$ cat config.mk
export PLATFORM = sky130hd
export DESIGN_NAME = config_frame_loader
export DESIGN_NICKNAME = d
export VERILOG_FILES = /design/src/rtl/config_frame_pkg.sv /design/src/rtl/config_frame_loader_strobe_gen.sv /design/src/rtl/config_frame_loader.sv
export SDC_FILE = /design/constraint.sdc
export NUM_CORES = 1
export LEC_CHECK = 0
export BUFFER_PORTS_ARGS = -buffer_cell sky130_fd_sc_hd__buf_2
export CAP_MARGIN = 40
export CORE_ASPECT_RATIO = 1.1
export CORE_MARGIN = 2
export CORE_UTILIZATION = 55
export CTS_BUF_LIST = sky130_fd_sc_hd__clkbuf_16
export DETAILED_ROUTE_END_ITERATION = 12
export PLACE_DENSITY = 0.85
export RECOVER_POWER = 50
export SKIP_CTS_REPAIR_TIMING = 1
export SYNTH_ARGS = -nofsm -noshare
export SYNTH_HDL_FRONTEND = slang
export SYNTH_SLANG_ARGS = --single-unit
export TNS_END_PERCENT = 5
$ cat constraint.sdc
create_clock -name clk_i -period 5.8 [get_ports clk_i]
set_clock_uncertainty 0.2 [all_clocks]
set_input_delay 0.29 -clock clk_i [delete_from_list [all_inputs] [get_ports clk_i]]
set_output_delay 0.29 -clock clk_i [all_outputs]
set_load 0.01 [all_outputs]
$ cat src/rtl/config_frame_pkg.sv
// Shared encodings for the configuration frame loader: FSM states, command codes,
// sync word and header field positions.
package config_frame_pkg;

    typedef enum logic [1:0] {
        ST_IDLE   = 2'd0,
        ST_HEADER = 2'd1,
        ST_DATA   = 2'd2,
        ST_ERROR  = 2'd3
    } state_e;

    localparam int unsigned WORD_W    = 32;
    localparam int unsigned COUNT_W   = 16;
    localparam int unsigned CMD_MSB   = 31;
    localparam int unsigned CMD_LSB   = 24;
    localparam int unsigned ROW_MSB   = 23;
    localparam int unsigned ROW_LSB   = 16;
    localparam int unsigned COUNT_MSB = 15;
    localparam int unsigned COUNT_LSB = 0;

    localparam logic [7:0]        CMD_WRITE         = 8'h01;
    localparam logic [7:0]        CMD_END           = 8'h00;
    localparam logic [WORD_W-1:0] DEFAULT_SYNC_WORD = 32'hFAB0_FAB1;

    // Cycles after an accepted word during which further strobes are dropped.
    localparam logic [1:0] GUARD_GAP = 2'd2;

endpackage

$ cat src/rtl/config_frame_loader_strobe_gen.sv
// Spacing guard (accept/overrun) and the two-stage frame data/strobe output pipeline.
module config_frame_strobe_gen
    import config_frame_pkg::*;
(
    input  logic              clk,
    input  logic              rst_n,
    input  logic              wr_strobe,
    input  logic [WORD_W-1:0] wr_data,
    input  logic              fire,
    output logic              accept_c,
    output logic [WORD_W-1:0] frame_data,
    output logic              frame_strobe,
    output logic              overrun
);

    logic [1:0] guard;
    logic       fire_d;

    assign accept_c = wr_strobe && (guard == 2'd0);

    // Data lands one cycle after acceptance; the strobe follows one cycle later.
    always_ff @(posedge clk or negedge rst_n) begin
        if (!rst_n) begin
            guard        <= 2'd0;
            overrun      <= 1'b0;
            fire_d       <= 1'b0;
            frame_strobe <= 1'b0;
            frame_data   <= '0;
        end else begin
            if (accept_c) begin
                guard <= GUARD_GAP;
            end else if (guard != 2'd0) begin
                guard <= guard - 2'd1;
            end
            if (wr_strobe && (guard != 2'd0)) begin
                overrun <= 1'b1;
            end
            fire_d       <= fire;
            frame_strobe <= fire_d;
            if (fire) begin
                frame_data <= wr_data;
            end
        end
    end

endmodule

$ cat src/rtl/config_frame_loader.sv
// Parses the framed command stream (sync, headers, data) and drives fabric
// configuration frames with row select, plus status/error reporting.
module config_frame_loader
    import config_frame_pkg::*;
#(
    parameter int unsigned       NUM_ROWS      = 16,
    parameter int unsigned       ROW_SEL_WIDTH = $clog2(NUM_ROWS),
    parameter logic [WORD_W-1:0] SYNC_WORD     = DEFAULT_SYNC_WORD
) (
    input  logic                     clk_i,
    input  logic                     reset_n_i,
    input  logic                     word_write_strobe_i,
    input  logic [WORD_W-1:0]        write_data_i,
    output logic [WORD_W-1:0]        frame_data_o,
    output logic [ROW_SEL_WIDTH-1:0] row_select_o,
    output logic                     frame_strobe_o,
    output logic                     active_o,
    output logic                     config_done_o,
    output logic                     error_o,
    output logic                     overrun_o
);

    state_e               state;
    logic [COUNT_W-1:0]   frame_count;
    logic                 accept_c;
    logic                 fire_c;
    logic                 is_sync_c;
    logic                 row_ok_c;
    logic [7:0]           hdr_cmd;
    logic [7:0]           hdr_row;
    logic [COUNT_W-1:0]   hdr_count;

    assign hdr_cmd   = write_data_i[CMD_MSB:CMD_LSB];
    assign hdr_row   = write_data_i[ROW_MSB:ROW_LSB];
    assign hdr_count = write_data_i[COUNT_MSB:COUNT_LSB];
    assign is_sync_c = (write_data_i == SYNC_WORD);
    assign row_ok_c  = (32'(hdr_row) < NUM_ROWS);
    assign fire_c    = accept_c && (state == ST_DATA);

    config_frame_strobe_gen u_strobe_gen (
        .clk          (clk_i),
        .rst_n        (reset_n_i),
        .wr_strobe    (word_write_strobe_i),
        .wr_data      (write_data_i),
        .fire         (fire_c),
        .accept_c     (accept_c),
        .frame_data   (frame_data_o),
        .frame_strobe (frame_strobe_o),
        .overrun      (overrun_o)
    );

    // Command FSM with frame counter; status outputs are registered alongside state.
    always_ff @(posedge clk_i or negedge reset_n_i) begin
        if (!reset_n_i) begin
            state         <= ST_IDLE;
            frame_count   <= '0;
            row_select_o  <= '0;
            active_o      <= 1'b0;
            config_done_o <= 1'b0;
            error_o       <= 1'b0;
        end else begin
            config_done_o <= 1'b0;
            if (accept_c) begin
                unique case (state)
                    ST_IDLE: begin
                        if (is_sync_c) begin
                            state    <= ST_HEADER;
                            active_o <= 1'b1;
                        end
                    end
                    ST_HEADER: begin
                        if (is_sync_c) begin
                            state <= ST_HEADER;
                        end else if ((hdr_cmd == CMD_WRITE) && row_ok_c) begin
                            row_select_o <= hdr_row[ROW_SEL_WIDTH-1:0];
                            frame_count  <= hdr_count;
                            if (hdr_count != '0) begin
                                state <= ST_DATA;
                            end
                        end else if (hdr_cmd == CMD_END) begin
                            state         <= ST_IDLE;
                            active_o      <= 1'b0;
                            config_done_o <= 1'b1;
                        end else begin
                            state   <= ST_ERROR;
                            error_o <= 1'b1;
                        end
                    end
                    ST_DATA: begin
                        frame_count <= frame_count - COUNT_W'(1);
                        if (frame_count == COUNT_W'(1)) begin
                            state <= ST_HEADER;
                        end
                    end
                    ST_ERROR: begin
                        if (is_sync_c) begin
                            state <= ST_HEADER;
                        end
                    end
                endcase
            end
        end
    end

endmodule

==> results of run 1 <==
## metal layers
metal	part of all wire	routed length, um	global-route usage	vias up
li1	-	-	-	1225
met1	0.44	3350	0.335	1324
met2	0.48	3640	0.396	98
met3	0.059	449	0.0703	15
met4	0.020	153	0.111	0
met5	0	0	0	-
## stage by stage
step                      hold WS, ns  instances  setup slack (ns)   util
final                          0.0165        439              3.12  0.704
after global routing           0.0288        439              2.92  0.704
after CTS                     -0.0465        438              3.14  0.712
after detailed placement        0.139        423              3.18  0.656
after global placement          0.137        423              3.27  0.656
after floorplan                -0.206        284              3.45      -
## worst reg2reg max path, delay by kind of cell, from the launching register on
kind	cells	cell delay (ns)
and+or+nand+nor	1	0.57
adders and majority gates	1	0.15
muxes	1	0.31
buffers and inverters	3	0.93
DFF	1	0.40
## power by group
part	internal [mW]	switching [mW]	leakage, nW
Sequential	0.453	0.0134	0.813
Clock	0.369	0.185	0.148
Combinational	0.0519	0.0921	0.751
## synth_stat cells, types with 3 or more instances
| master | number | area, um2 |
|---|---|---|
| inv_1 | 14 | 52.6 |
| a211oi_2 | 5 | 62.6 |
| dfrtp_1 | 62 | 1550 |
| a2bb2oi_1 | 8 | 70.1 |
| nor2_1 | 8 | 30.0 |
| a21oi_1 | 3 | 15.0 |
| nor4_1 | 5 | 31.3 |
| a31oi_1 | 3 | 18.8 |
| or4_1 | 5 | 37.5 |
| o22ai_1 | 5 | 31.3 |
| ha_1 | 7 | 87.6 |
| nand2b_1 | 9 | 56.3 |
| a211o_1 | 5 | 43.8 |
| or3_1 | 3 | 18.8 |
| nor3_1 | 12 | 60.1 |
| nand3_1 | 5 | 25.0 |
| mux2_2 | 31 | 349 |
| nand4b_1 | 5 | 43.8 |
| o21ai_0 | 9 | 45.0 |
| nand2_1 | 19 | 71.3 |
| clkbuf_1 | 8 | 30.0 |
| o22a_1 | 3 | 26.3 |
| nand4_1 | 6 | 37.5 |
| buf_1 | 3 | 11.3 |
| o41ai_1 | 4 | 35.0 |
| o31ai_1 | 4 | 30.0 |
## state kept, by name, summed over array words and instances, names as in the netlist
signal / cells
u_strobe_gen.frame_data: 32
frame_count: 16
row_select_o: 4
state: 2
u_strobe_gen.guard: 2
active_o: 1
config_done_o: 1
error_o: 1
u_strobe_gen.fire_d: 1
u_strobe_gen.frame_strobe: 1
u_strobe_gen.overrun: 1
## area by class of cell
cell class | instances | area (um2) | area share
clock buffers | 9 | 225 | 0.0585
clock inverters | 6 | 78.8 | 0.0205
inverters | 14 | 52.6 | 0.0137
multi-input cells | 193 | 1480 | 0.385
flip-flops and latches | 62 | 1550 | 0.403
well taps | 75 | 93.8 | 0.0244
repair buffers | 80 | 364 | 0.0946
## worst paths after layout
kind,startpoint,endpoint,slack (ns),cells after the start
setup / recovery,state[0]$_DFFE_PN0P_,u_strobe_gen.frame_data[20]$_DFFE_PN0P_,3.12,6
hold / removal,word_write_strobe_i,u_strobe_gen.overrun$_DFFE_PN0P_,0.02,2
setup reg to reg,state[0]$_DFFE_PN0P_,u_strobe_gen.frame_data[20]$_DFFE_PN0P_,3.12,6
hold reg to reg,u_strobe_gen.fire_d$_DFF_PN0_,u_strobe_gen.frame_strobe$_DFF_PN0_,0.15,0
max in group asynchronous,reset_n_i,u_strobe_gen.frame_data[28]$_DFFE_PN0P_,4.43,3
min in group asynchronous,reset_n_i,u_strobe_gen.frame_data[4]$_DFFE_PN0P_,0.45,3
## cells by family (layout without fill, tap and decap cells)
kind of cell    Yosys count  after routing  synth area share
simple gates             92             92             0.172
flops                    62             62             0.491
compound gates           60             60             0.148
mux                      34             34             0.121
buf+inv                  29            109            0.0400
fa+ha+maj                 7              7            0.0277
==> impl_metrics.tcl, run 1 <==
set metrics [dict create \
    viasPerCell 6.06 \
    final-hold-violation-count 0 \
    synth_area_um2 3160 \
    cts.sinks 62 \
    rsz0062_at_grt "no" \
    critPathSlowestCell "nand2_1" \
    ys_seq_area_frac 0.491 \
    grt_pass1_wl_um 12800 \
    dieHeight_um 83.5 \
    required_ns 5.81 \
    finalSetupViolations 0 \
    die_x_um 76.3 \
    layout_commonest_cell "dfrtp_1" \
    ant_nets 0 \
    slowest_delay_ns 0.55 \
    clkSlewWorstSetupHoldPaths_ns 0.05 \
    htree_levels 3 \
    period_share 0.462 \
    tightest_slew_ns 0.911 \
    gp_congestion 0.806 \
    vdd_ir_drop_max_mv 0.233 \
    ys_async_sr_fraction 1.00 \
    core_area_um2 5470 \
    grt_start_max_net_pins 63 \
    relSlewSlack 0.392 \
    max_freq_ghz 0.373 \
    synth_enable_flop_cells 0 \
    portBuffers 75 \
    drt-initial-drc-count 241 \
    layout_common_cells "dfrtp_1, clkbuf_1, buf_2" \
    io_pins 76 \
    drc 0 \
    crit_type "flip-flop to flip-flop" \
    pwr_density_cell_nw_per_um2 303 \
    hold_path.class "primary input to flip-flop" \
    area_delta_synth_final_pct 21.8 \
    cp_max_fo 48 \
    cts-root-buf "clkbuf_16" \
    syn_area_per_cell_um2 11.1 \
    yosysWarnings 0 \
    syn-instance-count 284 \
    ys_ff_latch 62 \
    crit_buf_inv 3 \
    routed_wl_um 7600 \
    timing.final.crit_period_ns 2.68 \
    vias 2662 \
    initial_utilization 0.578 \
    insertion_delay_ns 0.33 \
    synth.distinct_cells 49 \
    synth_nets 326 \
    crit_arrival_ns 2.69 \
    grt_pass1_vias 2622 \
    n_antenna_cell 0 \
    grt_overflow_total 0 \
    final_area_um2 3850 \
    startpoint_type "flip-flop" \
    wl_per_cell_um 17.3 \
    fin_setup_tns_ns 0 \
    critPathCaptureType "flip-flop" \
    fillers 428 \
    hpwl_um 5240 \
    cp_top_family "buffers and inverters" \
    crit_path_cell_trace "inv_1, ha_1, buf_4, nand2_1, buf_4, mux2_2" \
    fp-row-count 28 \
    grtUsageTotal 0.254 \
    postPlaceCellArea_um2 3580 \
    ys.flop_type "dfrtp_1" \
    cts_tree "yes" \
    grt_antenna_before_repair 0 \
    layout.nets 402 \
    drv_cap 0 \
    layout-drive-gt1-share 0.255 \
    first_pass_iters 4 \
    finalMaxSlewViolations 0 \
    p_total_mw 1.16 \
    outcome "finished clean" \
    cts_buffers 9 \
    cts_max_path_buffers 2 \
    crit_top_cell "buf_4" \
    p_leak_nw 1.71 \
    fp.dieArea_um2 6370 \
]
Note: power is estimated with default switching activity, not from simulation.
==> run 2: changes to the inputs <==
--- a/config.mk
+++ b/config.mk
@@ -9,10 +9,10 @@
 export CAP_MARGIN = 40
 export CORE_ASPECT_RATIO = 1.1
 export CORE_MARGIN = 2
-export CORE_UTILIZATION = 55
+export CORE_UTILIZATION = 53
 export CTS_BUF_LIST = sky130_fd_sc_hd__clkbuf_16
 export DETAILED_ROUTE_END_ITERATION = 12
-export PLACE_DENSITY = 0.85
+export PLACE_DENSITY = 0.82
 export RECOVER_POWER = 50
 export SKIP_CTS_REPAIR_TIMING = 1
 export SYNTH_ARGS = -nofsm -noshare
==> constraint.sdc (replaced) <==
create_clock -name clk_i -period 2.54 [get_ports clk_i]
set_clock_uncertainty 0.2 [all_clocks]
set_input_delay 0.127 -clock clk_i [delete_from_list [all_inputs] [get_ports clk_i]]
set_output_delay 0.127 -clock clk_i [all_outputs]
set_load 0.01 [all_outputs]
==> run 2 against run 1 <==
  * The flow now finishes with violations (hold timing, capacitance limit, slew limit)
  * Die area rose by 3.6%
  * Non-clock buffer count rose by 38
  * Power rose by 120%
  * Combinational power rose to 2.7 times the previous value
  * Register-to-register slack got worse by 2.9 ns
  * Clock power rose by 90%
  * Largest power group is now registers
  * Design area rose by 9.1%
  * Final cell count rose by 9.1%
  * Via count rose by 4.2%
  * Worst hold slack got worse by 0.045 ns
  * Critical path depth rose by 2
  * Global-route usage fell by 0.35 points
==> impl_metrics.tcl, run 2 (synthesized netlist as in run 1, its figures left out) <==
set metrics [dict create \
    pwr_density_cell_nw_per_um2 596 \
    switchingPower_mw 0.663 \
    p_comb_frac 0.155 \
    period_share 0.965 \
    clkSlewWorstSetupHoldPaths_ns 0.05 \
    ant_nets 0 \
    gp_congestion 0.848 \
    post-route-util 0.728 \
    fp.dieArea_um2 6600 \
    regArea_um2 1550 \
    crit_arrival_ns 2.44 \
    cp-startpoint "write_data_i[21]" \
    clockPowerShare 0.419 \
    critPathSlowestCell "or4_1" \
    drv_cap 1 \
    layout_common_cells "dfrtp_1, clkbuf_1, dlygate4sd3_1" \
    setup_slack_ns 0.0894 \
    crit_path_cell_trace "dlygate4sd3_1, buf_2, or4_1, nor4_4, mux2i_2, buf_4, nor2_2, a2bb2oi_1" \
    r2r-start "frame_count[0]$_DFFE_PN0P_" \
    layout-drive-gt1-share 0.246 \
    critPathCaptureType "flip-flop" \
    grt_start_max_net_pins 34 \
    power.internal_mw 1.84 \
    layout_commonest_cell "dfrtp_1" \
    cts_tree "yes" \
    die_x_um 77.6 \
    fp-row-count 29 \
    htree_levels 3 \
    fin_setup_tns_ns 0 \
    wl_per_cell_um 17.0 \
    crit_type "primary input to flip-flop" \
    area_delta_synth_final_pct 32.9 \
    place_ws_ns 0.127 \
    hpwl_um 5560 \
    cts_max_path_buffers 2 \
    seq_power_share 0.426 \
    drt-initial-drc-count 270 \
    multi_input_area_um2 1490 \
    cts.sinks 62 \
    relSlewSlack -0.142 \
    grt_pass1_vias 2649 \
    violations "hold timing, capacitance limit, slew limit" \
    vdd_ir_drop_max_mv 0.435 \
    final_area_um2 4200 \
    tightest_slew_ns 1.71 \
    insertion_delay_ns 0.33 \
    grt_antenna_before_repair 0 \
    layout.nets 440 \
    vias 2773 \
    cp_max_fo 22 \
    final-hold-violation-count 1 \
    first_pass_iters 6 \
    largest_reg_flops 32 \
    required_ns 2.53 \
    io_pins 76 \
    grt_pass1_wl_um 12800 \
    cts-root-buf "clkbuf_16" \
    outcome "finished, violations left" \
    cts_buffers 9 \
    p_leak_nw 1.86 \
    viasPerCell 5.79 \
    core_area_um2 5770 \
    top_register "u_strobe_gen.frame_data" \
    dieHeight_um 85.0 \
    drc 0 \
    hold_path.class "primary input to flip-flop" \
    postPlaceCellArea_um2 3650 \
    timing.hold.ws_ns -0.0287 \
    grt_overflow_total 0 \
    finalSetupViolations 0 \
    cp_top_family "simple AND/OR/NAND/NOR gates" \
    portBuffers 75 \
    routed_wl_um 8160 \
    n_antenna_cell 0 \
    finalMaxSlewViolations 30 \
    timing.final.crit_period_ns 2.45 \
    p_sw_frac 0.265 \
    fillers 399 \
    hp-start "write_data_i[6]" \
    startpoint_type "primary input" \
    crit_buf_inv 3 \
    max_freq_ghz 0.408 \
    grtUsageTotal 0.251 \
    reg_top3 "u_strobe_gen.frame_data x32, frame_count x16, row_select_o x4" \
    slowest_delay_ns 0.57 \
    initial_utilization 0.548 \
]
## run 2: cell types whose count changed in the layout (fill, tap and decap cells not counted), moves of 2 or more
| cell | change |
|---|---|
| buf_4 | +3 |
| dlygate4sd3_1 | +33 |
| bufinv_16 | -2 |
| clkinv_2 | +3 |
| buf_12 | +2 |
## run 2: routing by layer
layer  vias up  global-route usage  wire (um)
li1       1289                   -          -
met2       103               0.398       4140
met1      1365               0.332       3410
met4         0               0.127        144
met3        16              0.0447        460
met5         -                   0          0
## run 2: per-stage QoR
stage               total power, mW  hold slack (ns)  std cells
finish                         2.50          -0.0287        479
detailed placement             1.43           0.0226        430
global route                   2.61         -0.00342        479
global placement               1.41           0.0166        430
floorplan                      1.28           -0.369        284
CTS                            2.48           -0.320        445
## run 2: worst min-delay path, stage by stage
cell and delay, ns:
buf_2 0.10, o22ai_1 0.08, a2bb2oi_1 0.14
## run 2: worst paths after layout
check                      slack [ns]  cells after the start                                      to
min in group asynchronous        0.59                      2  u_strobe_gen.frame_data[6]$_DFFE_PN0P_
min                             -0.03                      3              frame_count[6]$_DFFE_PN0P_
min reg2reg                      0.15                      0     u_strobe_gen.frame_strobe$_DFF_PN0_
max in group asynchronous        0.55                      2     u_strobe_gen.frame_strobe$_DFF_PN0_
max reg2reg                      0.22                      7             frame_count[14]$_DFFE_PN0P_
max                              0.09                      8              frame_count[9]$_DFFE_PN0P_
## run 2: power groups by stage
stage	registers [mW]	clock network [mW]	logic, mW
after floorplan	1.08	0	0.198
after global placement	1.08	0	0.332
after detailed placement	1.08	0	0.344
after CTS	1.07	1.06	0.350
after global routing	1.07	1.11	0.432
final	1.07	1.05	0.388
## run 2: area by class of cell
type                            instances  area share
Sequential cell                        62       0.369
Multi-Input combinational cell        193       0.354
Timing Repair Buffer                  118       0.180
Clock buffer                            9      0.0536
Tap cell                               77      0.0229
Inverter                               14      0.0125
Clock inverter                          6     0.00715
